### src/rtl/fetch_stage_pkg.sv
// Shared definitions for the instruction-fetch stage.
// Holds the fetch FSM state encodings and the default parameter values
// (bubble encoding and reset vector) used by fetch_stage and if_id_register.
`ifndef FETCH_STAGE_PKG_SV
`define FETCH_STAGE_PKG_SV

package fetch_stage_pkg;

    typedef enum logic [1:0] {
        FETCH_RUN     = 2'd0,
        FETCH_DISCARD = 2'd1,
        FETCH_HOLD    = 2'd2
    } fetch_state_t;

    // sll $0,$0,0 -- the canonical MIPS nop.
    localparam logic [31:0] DEFAULT_NOP_INSTRUCTION = 32'h0000_0000;
    localparam logic [31:0] DEFAULT_RESET_VECTOR    = 32'h0000_0000;

    // Instruction fetches are always word aligned.
    localparam logic [31:0] WORD_MASK = 32'hFFFF_FFFC;

endpackage

`endif

### src/rtl/if_id_register.sv
// IF/ID pipeline register.
// Ports:
//   clock, reset_n          : rising-edge clock, synchronous active-low reset
//   load                    : capture {load_instruction, load_pc_plus_four}, valid=1
//   bubble                  : insert a bubble (valid=0, NOP, pc_plus_four kept)
//   load_instruction        : instruction to capture on load
//   load_pc_plus_four       : pc+4 of that instruction
//   if_id_instruction       : registered instruction
//   if_id_pc_plus_four      : registered pc+4
//   if_id_valid             : 1 = real instruction, 0 = bubble
// With neither load nor bubble asserted the register holds. load wins if both
// are asserted, although the fetch stage never drives both at once.
module if_id_register
    import fetch_stage_pkg::*;
#(
    parameter logic [31:0] NOP_INSTRUCTION = DEFAULT_NOP_INSTRUCTION
) (
    input  logic        clock,
    input  logic        reset_n,
    input  logic        load,
    input  logic        bubble,
    input  logic [31:0] load_instruction,
    input  logic [31:0] load_pc_plus_four,
    output logic [31:0] if_id_instruction,
    output logic [31:0] if_id_pc_plus_four,
    output logic        if_id_valid
);

    always_ff @(posedge clock) begin
        if (!reset_n) begin
            if_id_instruction  <= NOP_INSTRUCTION;
            if_id_pc_plus_four <= 32'h0000_0000;
            if_id_valid        <= 1'b0;
        end else if (load) begin
            if_id_instruction  <= load_instruction;
            if_id_pc_plus_four <= load_pc_plus_four;
            if_id_valid        <= 1'b1;
        end else if (bubble) begin
            // pc_plus_four is intentionally left alone in a bubble.
            if_id_instruction  <= NOP_INSTRUCTION;
            if_id_valid        <= 1'b0;
        end
    end

endmodule

### src/rtl/fetch_stage.sv
// Instruction-fetch stage of the pipelined MIPS core.
// Owns the pc, issues instruction-memory requests and fills the IF/ID register.
// Handles variable-latency memory, decode stalls (one-entry hold buffer) and
// taken-branch redirects with wrong-path discard. No branch delay slot.
// Ports:
//   clock, reset_n      : rising-edge clock, synchronous active-low reset
//   imem_read/address   : fetch request and its word-aligned address
//   imem_data/ready     : returned instruction, completion of the request
//   stall               : decode cannot accept; IF/ID holds
//   branch_taken        : decode redirects fetch to jump_address
//   jump_address        : redirect target (bits [1:0] ignored)
//   if_id_*             : IF/ID register contents
//   debug_state         : current fetch FSM state
//
// Memory handshake: imem_read is the request valid and imem_ready completes it.
// While imem_read=1 and imem_ready=0 the request is outstanding and
// imem_address is held stable; imem_data is only sampled when imem_ready=1.
// A request is abandoned without completion only by reset, which memory shares.
module fetch_stage
    import fetch_stage_pkg::*;
#(
    parameter logic [31:0] RESET_VECTOR    = DEFAULT_RESET_VECTOR,
    parameter logic [31:0] NOP_INSTRUCTION = DEFAULT_NOP_INSTRUCTION
) (
    input  logic         clock,
    input  logic         reset_n,
    output logic         imem_read,
    output logic [31:0]  imem_address,
    input  logic [31:0]  imem_data,
    input  logic         imem_ready,
    input  logic         stall,
    input  logic         branch_taken,
    input  logic [31:0]  jump_address,
    output logic [31:0]  if_id_instruction,
    output logic [31:0]  if_id_pc_plus_four,
    output logic         if_id_valid,
    output fetch_state_t debug_state
);

    fetch_state_t state;
    logic [31:0]  pc;
    logic [31:0]  pc_plus_four;
    logic [31:0]  jump_aligned;
    logic [31:0]  redirect_target;
    logic [31:0]  hold_instruction;
    logic [31:0]  hold_pc_plus_four;

    logic         ifid_load;
    logic         ifid_bubble;
    logic [31:0]  ifid_instruction;
    logic [31:0]  ifid_pc_plus_four;

    assign pc_plus_four = pc + 32'd4;   // wraps modulo 2^32
    assign jump_aligned = jump_address & WORD_MASK;
    assign debug_state  = state;

    // In DISCARD pc still names the outstanding request, so the address stays
    // stable until that request completes.
    assign imem_address = pc;
    assign imem_read    = reset_n && (state != FETCH_HOLD);

    // IF/ID control: branch first, then stall.
    always_comb begin
        ifid_load         = 1'b0;
        ifid_bubble       = 1'b0;
        ifid_instruction  = imem_data;
        ifid_pc_plus_four = pc_plus_four;
        case (state)
            FETCH_RUN: begin
                if (branch_taken) begin
                    ifid_bubble = 1'b1;
                end else if (!stall) begin
                    ifid_load   = imem_ready;
                    ifid_bubble = !imem_ready;
                end
            end
            FETCH_DISCARD: begin
                ifid_bubble = branch_taken || !stall;
            end
            FETCH_HOLD: begin
                if (branch_taken) begin
                    ifid_bubble = 1'b1;
                end else if (!stall) begin
                    ifid_load         = 1'b1;
                    ifid_instruction  = hold_instruction;
                    ifid_pc_plus_four = hold_pc_plus_four;
                end
            end
            default: ;
        endcase
    end

    always_ff @(posedge clock) begin
        if (!reset_n) begin
            state             <= FETCH_RUN;
            pc                <= RESET_VECTOR & WORD_MASK;
            redirect_target   <= 32'h0000_0000;
            hold_instruction  <= 32'h0000_0000;
            hold_pc_plus_four <= 32'h0000_0000;
        end else begin
            case (state)
                FETCH_RUN: begin
                    if (branch_taken) begin
                        if (imem_ready) begin
                            pc <= jump_aligned;
                        end else begin
                            // Wrong-path request still in flight: remember
                            // where to go once it completes.
                            redirect_target <= jump_aligned;
                            state           <= FETCH_DISCARD;
                        end
                    end else if (imem_ready) begin
                        pc <= pc_plus_four;
                        if (stall) begin
                            hold_instruction  <= imem_data;
                            hold_pc_plus_four <= pc_plus_four;
                            state             <= FETCH_HOLD;
                        end
                    end
                end
                FETCH_DISCARD: begin
                    if (branch_taken) begin
                        redirect_target <= jump_aligned;
                    end
                    if (imem_ready) begin
                        // Latest redirect wins, even one arriving this cycle.
                        pc    <= branch_taken ? jump_aligned : redirect_target;
                        state <= FETCH_RUN;
                    end
                end
                FETCH_HOLD: begin
                    if (branch_taken) begin
                        pc    <= jump_aligned;
                        state <= FETCH_RUN;
                    end else if (!stall) begin
                        state <= FETCH_RUN;
                    end
                end
                default: state <= FETCH_RUN;
            endcase
        end
    end

    if_id_register #(
        .NOP_INSTRUCTION (NOP_INSTRUCTION)
    ) u_if_id_register (
        .clock              (clock),
        .reset_n            (reset_n),
        .load               (ifid_load),
        .bubble             (ifid_bubble),
        .load_instruction   (ifid_instruction),
        .load_pc_plus_four  (ifid_pc_plus_four),
        .if_id_instruction  (if_id_instruction),
        .if_id_pc_plus_four (if_id_pc_plus_four),
        .if_id_valid        (if_id_valid)
    );

endmodule

### config.mk
export PLATFORM = sky130hd
export DESIGN_NAME = fetch_stage
export DESIGN_NICKNAME = d
export VERILOG_FILES = /design/src/rtl/fetch_stage_pkg.sv /design/src/rtl/if_id_register.sv /design/src/rtl/fetch_stage.sv
export SDC_FILE = /design/constraint.sdc
export NUM_CORES = 1
export LEC_CHECK = 0
export ABC_AREA = 0
export BUFFER_PORTS_ARGS = -buffer_cell sky130_fd_sc_hd__buf_4
export CAP_MARGIN = 20
export CORE_MARGIN = 2
export CORE_UTILIZATION = 57
export DETAILED_ROUTE_END_ITERATION = 16
export PLACE_DENSITY = 0.86
export SLEW_MARGIN = 20
export SYNTH_ARGS = -nofsm -noshare
export SYNTH_HDL_FRONTEND = slang
export SYNTH_HIERARCHICAL = 1
export SYNTH_SLANG_ARGS = --single-unit
### constraint.sdc
create_clock -name clock -period 2.75 [get_ports clock]
set_clock_uncertainty 0.2 [all_clocks]
set_input_delay 0.55 -clock clock [delete_from_list [all_inputs] [get_ports clock]]
set_output_delay 0.55 -clock clock [all_outputs]
set_load 0.005 [all_outputs]
==> qor.csv, run 1 <==
metric,value,unit
ctsLongestPathBuffers,2,
worstSetupEndpointType,flip-flop,
insertion_delay,0.44,ns
vias,9401,
synthXorXnorAreaFrac,0.02423,
synth_adder_area_share,0.006180,
synth_top_area_frac,0.3857,
drt-wirelength-per-cell,17.86,um
synth_top_family_by_area,simple AND/OR/NAND/NOR gates,
fmax,377.9,MHz
layout_common_cells,"buf_4 (202), dfxtp_1 (195), nand2_1 (173)",
finish.utilization,0.6937,
rsz0062_at_grt,false,
grt_max_degree,96,
ys_seq_area_frac,0.3857,
yosysTopAreaCell,dfxtp_1,
cts_buffers,17,
drtPass1Iterations,7,
synth_warnings,6,
synth_area_per_cell,8.506,um^2
cts_max_level,4,
max_slew.worst_pin.slew,0.6256,ns
netlist_area,10120,um^2
power.density,569.8,nW/um^2
final_common_cell,buf_4,
diodes,0,
gp_congestion,0.8995,
portBuffers,166,
gr-usage-all-layers,0.2919,
cpPeakStageDelay,0.52,ns
synth_nets,1264,
fin_tns_setup,0,ns
cts_setup_buffers,0,
fin_cells,1550,
dieWidth,137.3,um
dp_hpwl,19150,um
synth_edf_count,0,
status,completed,
fillCellCount,1328,
ctsResizeCount,0,
ys.flop_type,dfxtp_1,
path_clk_slew,0.08,ns
die_area,18840,um^2
ys_types,70,
placedCellCount,1518,
cp-start-kind,flip-flop,
hold_class,input port to flip-flop,
synth_seq_cells,195,
layout_min_cycle_time,2.646,ns
wirelength,27680,um
postSynthCellCount,1190,
async_reset_ff_frac,0,
finalSetupViolCount,0,
crit_chain,inv_1 -> ha_1 -> o21ba_2 -> or3_1 -> a221o_1 -> a221oi_1 -> a221oi_1,
ctsHoldBuffers,0,
critPathRequiredTime,2.86,ns
rows,48,
area_growth,18.95,%
relSlewSlack,0.5800,
power_leakage,4.576,nW
viasPerCell,6.065,
cts_sinks,195,
cp_data_arrival_time,2.75,ns
synthSimpleGateAreaFrac,0.2239,
cts_tree,yes,
drt-initial-drc-count,1065,
drive_gt1_frac,0.2755,
critical_path.max_fanout,9,
drv_slew,0,
grt-ovfl-total,0,
die_y,137.3,um
path_class,flip-flop to flip-flop,
cp_slowest_cell,or3_1,
initial_core_util,0.5832,
irDropWorstVdd,0.4864,mV
hold_viol_final,0,
crit_top_cell,a221oi_1,
nNetsFinal,1386,
drc,0,
cts_root_buf,clkbuf_16,
synthTopCellsByArea,"dfxtp_1 (39%), a21oi_1 (7.4%), nand2_1 (6.5%)",
ios,169,
multi_input_area,5579,um^2
grt_pass1_vias,8535,
fin_crit_sh,0.9622,
grt_pass1_wl,43760,um
core-area,17360,um^2
antenna_found_initial,0,
ant_nets,0,
synth-compound-area-share,0.2101,
synth.area.mux_share,0.08480,
regArea,3904,um^2
drv_cap,0,
-- per-layer routing --
metal  global-route usage  part of all wire  up-vias
met3              0.05151             0.088       63
li1                     -                 -     4444
met5                    0                 0        -
met4               0.1037             0.023        0
met2               0.4514              0.46      485
met1               0.4093              0.43     4409
-- final cells by class --
cell class / instances / share of cell area
multi-input combinational: 877 / 0.4634
sequential: 195 / 0.3242
timing repair buffer: 209 / 0.1376
clock buffer: 17 / 0.03533
tap: 225 / 0.02338
clock inverter: 15 / 0.01237
inverter: 12 / 0.003741
-- worst max-delay path, delay by kind of cell (launching register included) --
kind / cells / cell delay (ns)
AND/OR/NAND/NOR: 1 / 0.52
flip-flops: 1 / 0.41
AO/OA/AOI/OAI: 4 / 1.03
adder cells (fa/ha/maj): 1 / 0.24
buffers and inverters: 1 / 0.13
-- stage by stage --
| step | worst slack [ns] | hold slack [ns] | total power, mW | cell area [um^2] |
|---|---|---|---|---|
| floorplan | 0.3025 | 0.2338 | 3.937 | 10120 |
| global placement | 0.2585 | 0.2392 | 4.394 | 11470 |
| detailed placement | 0.1468 | 0.2464 | 4.434 | 11470 |
| CTS | 0.1473 | 0.1500 | 6.850 | 12040 |
| global route | 0.006789 | 0.1635 | 7.101 | 12040 |
| finish | 0.1039 | 0.1584 | 6.861 | 12040 |
-- synthesized netlist by cell type, types with 18 or more instances --
master	n
a211oi_1	23
mux2i_1	43
o21ai_2	30
nand2b_1	36
dfxtp_1	195
nand3_1	18
clkbuf_1	58
nand3_2	30
xnor2_1	20
nor2b_1	37
buf_2	25
mux2_2	38
o21ai_0	32
a21oi_1	150
nor2_1	72
nand2_1	174
-- flip-flops by register name, summed over array words and instances, names as in the netlist --
register,cells
hold_instruction,32
hold_pc_plus_four,32
imem_address,32
redirect_target,32
u_if_id_register/if_id_instruction,32
u_if_id_register/if_id_pc_plus_four,32
debug_state,2
u_if_id_register/if_id_valid,1
-- cells by family (layout without fill, tap and decap cells) --
kind of cell,Yosys count,in the layout
AND/OR/NAND/NOR,433,433
flip-flops,195,195
adder cells (fa/ha/maj),5,5
buffers and inverters,118,253
multiplexers,81,81
XOR/XNOR,28,28
AO/OA/AOI/OAI,330,330
-- path summary, 6_finish.rpt --
kind              cells past startpoint           startpoint  slack [ns]              endpoint
setup / recovery                      7       debug_state[0]        0.10      imem_address[30]
hold / removal                        3        imem_data[14]        0.16  hold_instruction[14]
setup reg to reg                      7       debug_state[0]        0.10      imem_address[30]
hold reg to reg                       2  hold_instruction[2]        0.25   hold_instruction[2]
-- power breakdown --
group	switching, mW	leakage, nW	internal [mW]
sequential	0.151	1.59	2.97
clock	1.17	0.276	1.28
combinational	0.731	2.71	0.562
(Power assumes the default switching activity.)
==> run 2, diff against run 1 <==
- SETUP_SLACK_MARGIN: unset -> 0.5
==> run 2 against run 1 <==
Effect of this change:
- combinational power grew 9%
- utilization increased by 3.0 points
- total power increased by 2.2%
- clock power about the same
- sequential share of layout area is 1.0 points lower
- first-iteration DRC count is 14% higher
- critical path depth up 1
- worst setup slack improved by 0.37 ns
- via count up 3.2%
- final cell count increased by 0.97%
- global-route usage grew 1.1 points
==> qor.csv, run 2 (synthesis results as in run 1) <==
metric,value,unit,change
irDropWorstVdd,0.4590,mV,-5.6%
drt-wirelength-per-cell,18.99,um,+6.4%
cts_sinks,195,,unchanged
power_leakage,4.805,nW,+5.0%
rr_worst_depth,8,,+1
portBuffers,166,,unchanged
r2r_start,imem_address[6],,
grt_max_degree,92,,-4.2%
clock_power_share,0.352,,-0.005
cts_root_buf,clkbuf_16,,
die_y,137.3,um,unchanged
gp_congestion,0.8758,,-2.6%
grt_pass1_wl,45360,um,+3.7%
drv_cap,0,,unchanged
endpoint,u_if_id_register/if_id_pc_plus_four[31],,
status,completed,,
power.density,558.4,nW/um^2,-2.0%
die_area,18840,um^2,unchanged
diodes,0,,unchanged
layout_min_cycle_time,2.280,ns,-0.3658 ns
drc,0,,unchanged
r2r_end,u_if_id_register/if_id_pc_plus_four[31],,
critPathRequiredTime,2.89,ns,+0.03 ns
ff2ff_setup_slack,0.47,ns,+0.37 ns
wirelength,29720,um,+7.4%
vias,9699,,+3.2%
ctsLongestPathBuffers,2,,unchanged
fmax,438.5,MHz,+16%
area_growth,24.08,%,
insertion_delay,0.44,ns,about the same
grt_pass1_vias,8624,,+1.0%
rsz0062_at_grt,true,,
swShare,0.3008,,+0.001356
fin_tns_setup,0,ns,unchanged
dieWidth,137.3,um,unchanged
dp_hpwl,19170,um,about the same
gr-usage-all-layers,0.3025,,+0.01066
internal_power,4.904,mW,+2.0%
layout_common_cells,"buf_4 (208), dfxtp_1 (174), nand2_1 (172)",,
relSlewSlack,0.5363,,-0.04367
path_clk_slew,0.08,ns,about the same
p_sw,2.110,mW,+2.7%
final_common_cell,buf_4,,
hold_slack,0.1598,ns,+0.001448 ns
max_slew.worst_pin.slew,0.6892,ns,+0.06365 ns
drtPass1Iterations,6,,-1
rows,48,,unchanged
hold_class,input port to flip-flop,,
critical_path.max_fanout,7,,-2
path_class,flip-flop to flip-flop,,
hold_viol_final,0,,unchanged
initial_core_util,0.5832,,unchanged
cp_data_arrival_time,2.42,ns,-0.33 ns
fin_crit_sh,0.8292,,-0.1330
ant_nets,0,,unchanged
finish.utilization,0.7236,,+0.02992
combPwrFrac,0.201,,+0.013
seqPwrFrac,0.447,,-0.008
grt-ovfl-total,0,,unchanged
drt-initial-drc-count,1213,,+14%
core-area,17360,um^2,unchanged
cts_max_level,4,,unchanged
drv_slew,0,,unchanged
nNetsFinal,1401,,+1.1%
worstSetupEndpointType,flip-flop,,
cts_tree,yes,,
viasPerCell,6.197,,+2.2%
critPathLaunch,imem_address[6],,
cts_buffers,17,,unchanged
finalSetupViolCount,0,,unchanged
antenna_found_initial,0,,unchanged
cp-start-kind,flip-flop,,
ios,169,,unchanged
drive_gt1_frac,0.3291,,+0.05363
run 2: cell count changes in the layout (fill, tap and decap cells not counted), moves of 4 or more:
cell / change
dfxtp_1: -21
dfxtp_4: +6
ha_4: +4
ha_1: -4
dfxtp_2: +15
buf_4: +6
and4_1: -5
run 2: metrics by stage:
stage,instance area [um^2],cells,power [mW],setup WS (ns)
6_report,12560,1565,7.014,0.4697
5_1_grt,12560,1565,7.241,0.4086
4_1_cts,12300,1553,6.902,0.4914
3_5_place_dp,11500,1514,4.434,0.2750
3_3_place_gp,11500,1514,4.394,0.3313
2_1_floorplan,10190,1190,3.956,0.5012
run 2: power by group through the flow:
stage          combinational, mW  sequential [mW]  clock [mW]
6_report                    1.41             3.14        2.47
5_1_grt                     1.50             3.15        2.59
4_1_cts                     1.31             3.12        2.47
3_5_place_dp                1.25             3.19           0
3_3_place_gp                1.22             3.18           0
2_1_floorplan              0.819             3.14           0
run 2: final cells by class:
type / count / area (um^2)
multi-input combinational: 877 / 5841
fill: 1209 / 4797
sequential: 195 / 3945
timing repair buffer: 224 / 1858
clock buffer: 18 / 439.2
tap: 225 / 281.5
clock inverter: 14 / 141.4
inverter: 12 / 53.80
run 2: per-layer routing:
metal  track usage  vias to the layer above  routed length [um]  part of all wire
met3       0.05813                       77                2933             0.099
met4        0.1014                        0                 852             0.029
li1              -                     4482                   -                 -
met2        0.4726                      555               13550              0.46
met1        0.4198                     4585               12390              0.42
met5             0                        -                   0                 0
run 2: worst max-delay path, cell delays in order (launching register included):
cell and delay (ns):
dfxtp_1 0.48, and4_2 0.32, nand2_2 0.14, nor4_2 0.29
buf_4 0.17, xnor2_1 0.20, a21oi_1 0.16, mux2i_1 0.16
nor2b_1 0.06
run 2: how the worst min path moves through the flow:
stage,startpoint,end,slack [ns],cells after the start
floorplan,hold_instruction[0],hold_instruction[0],0.23,2
global placement,hold_instruction[0],hold_instruction[0],0.24,2
detailed placement,redirect_target[3],redirect_target[3],0.25,2
CTS,imem_data[20],hold_instruction[20],0.15,3
global route,imem_data[16],hold_instruction[16],0.17,3
finish,imem_data[24],hold_instruction[24],0.16,3
run 2: timing repair:
| item | CTS | global route |
|---|---|---|
| endpoints found under the setup margin | 92 | 92 |
| pin swaps | 4 | 11 |
| setup buffers | 7 | 11 |
| hold buffers | 0 | 0 |
| gates resized for setup | 42 | 42 |
| cloned | 0 | 1 |
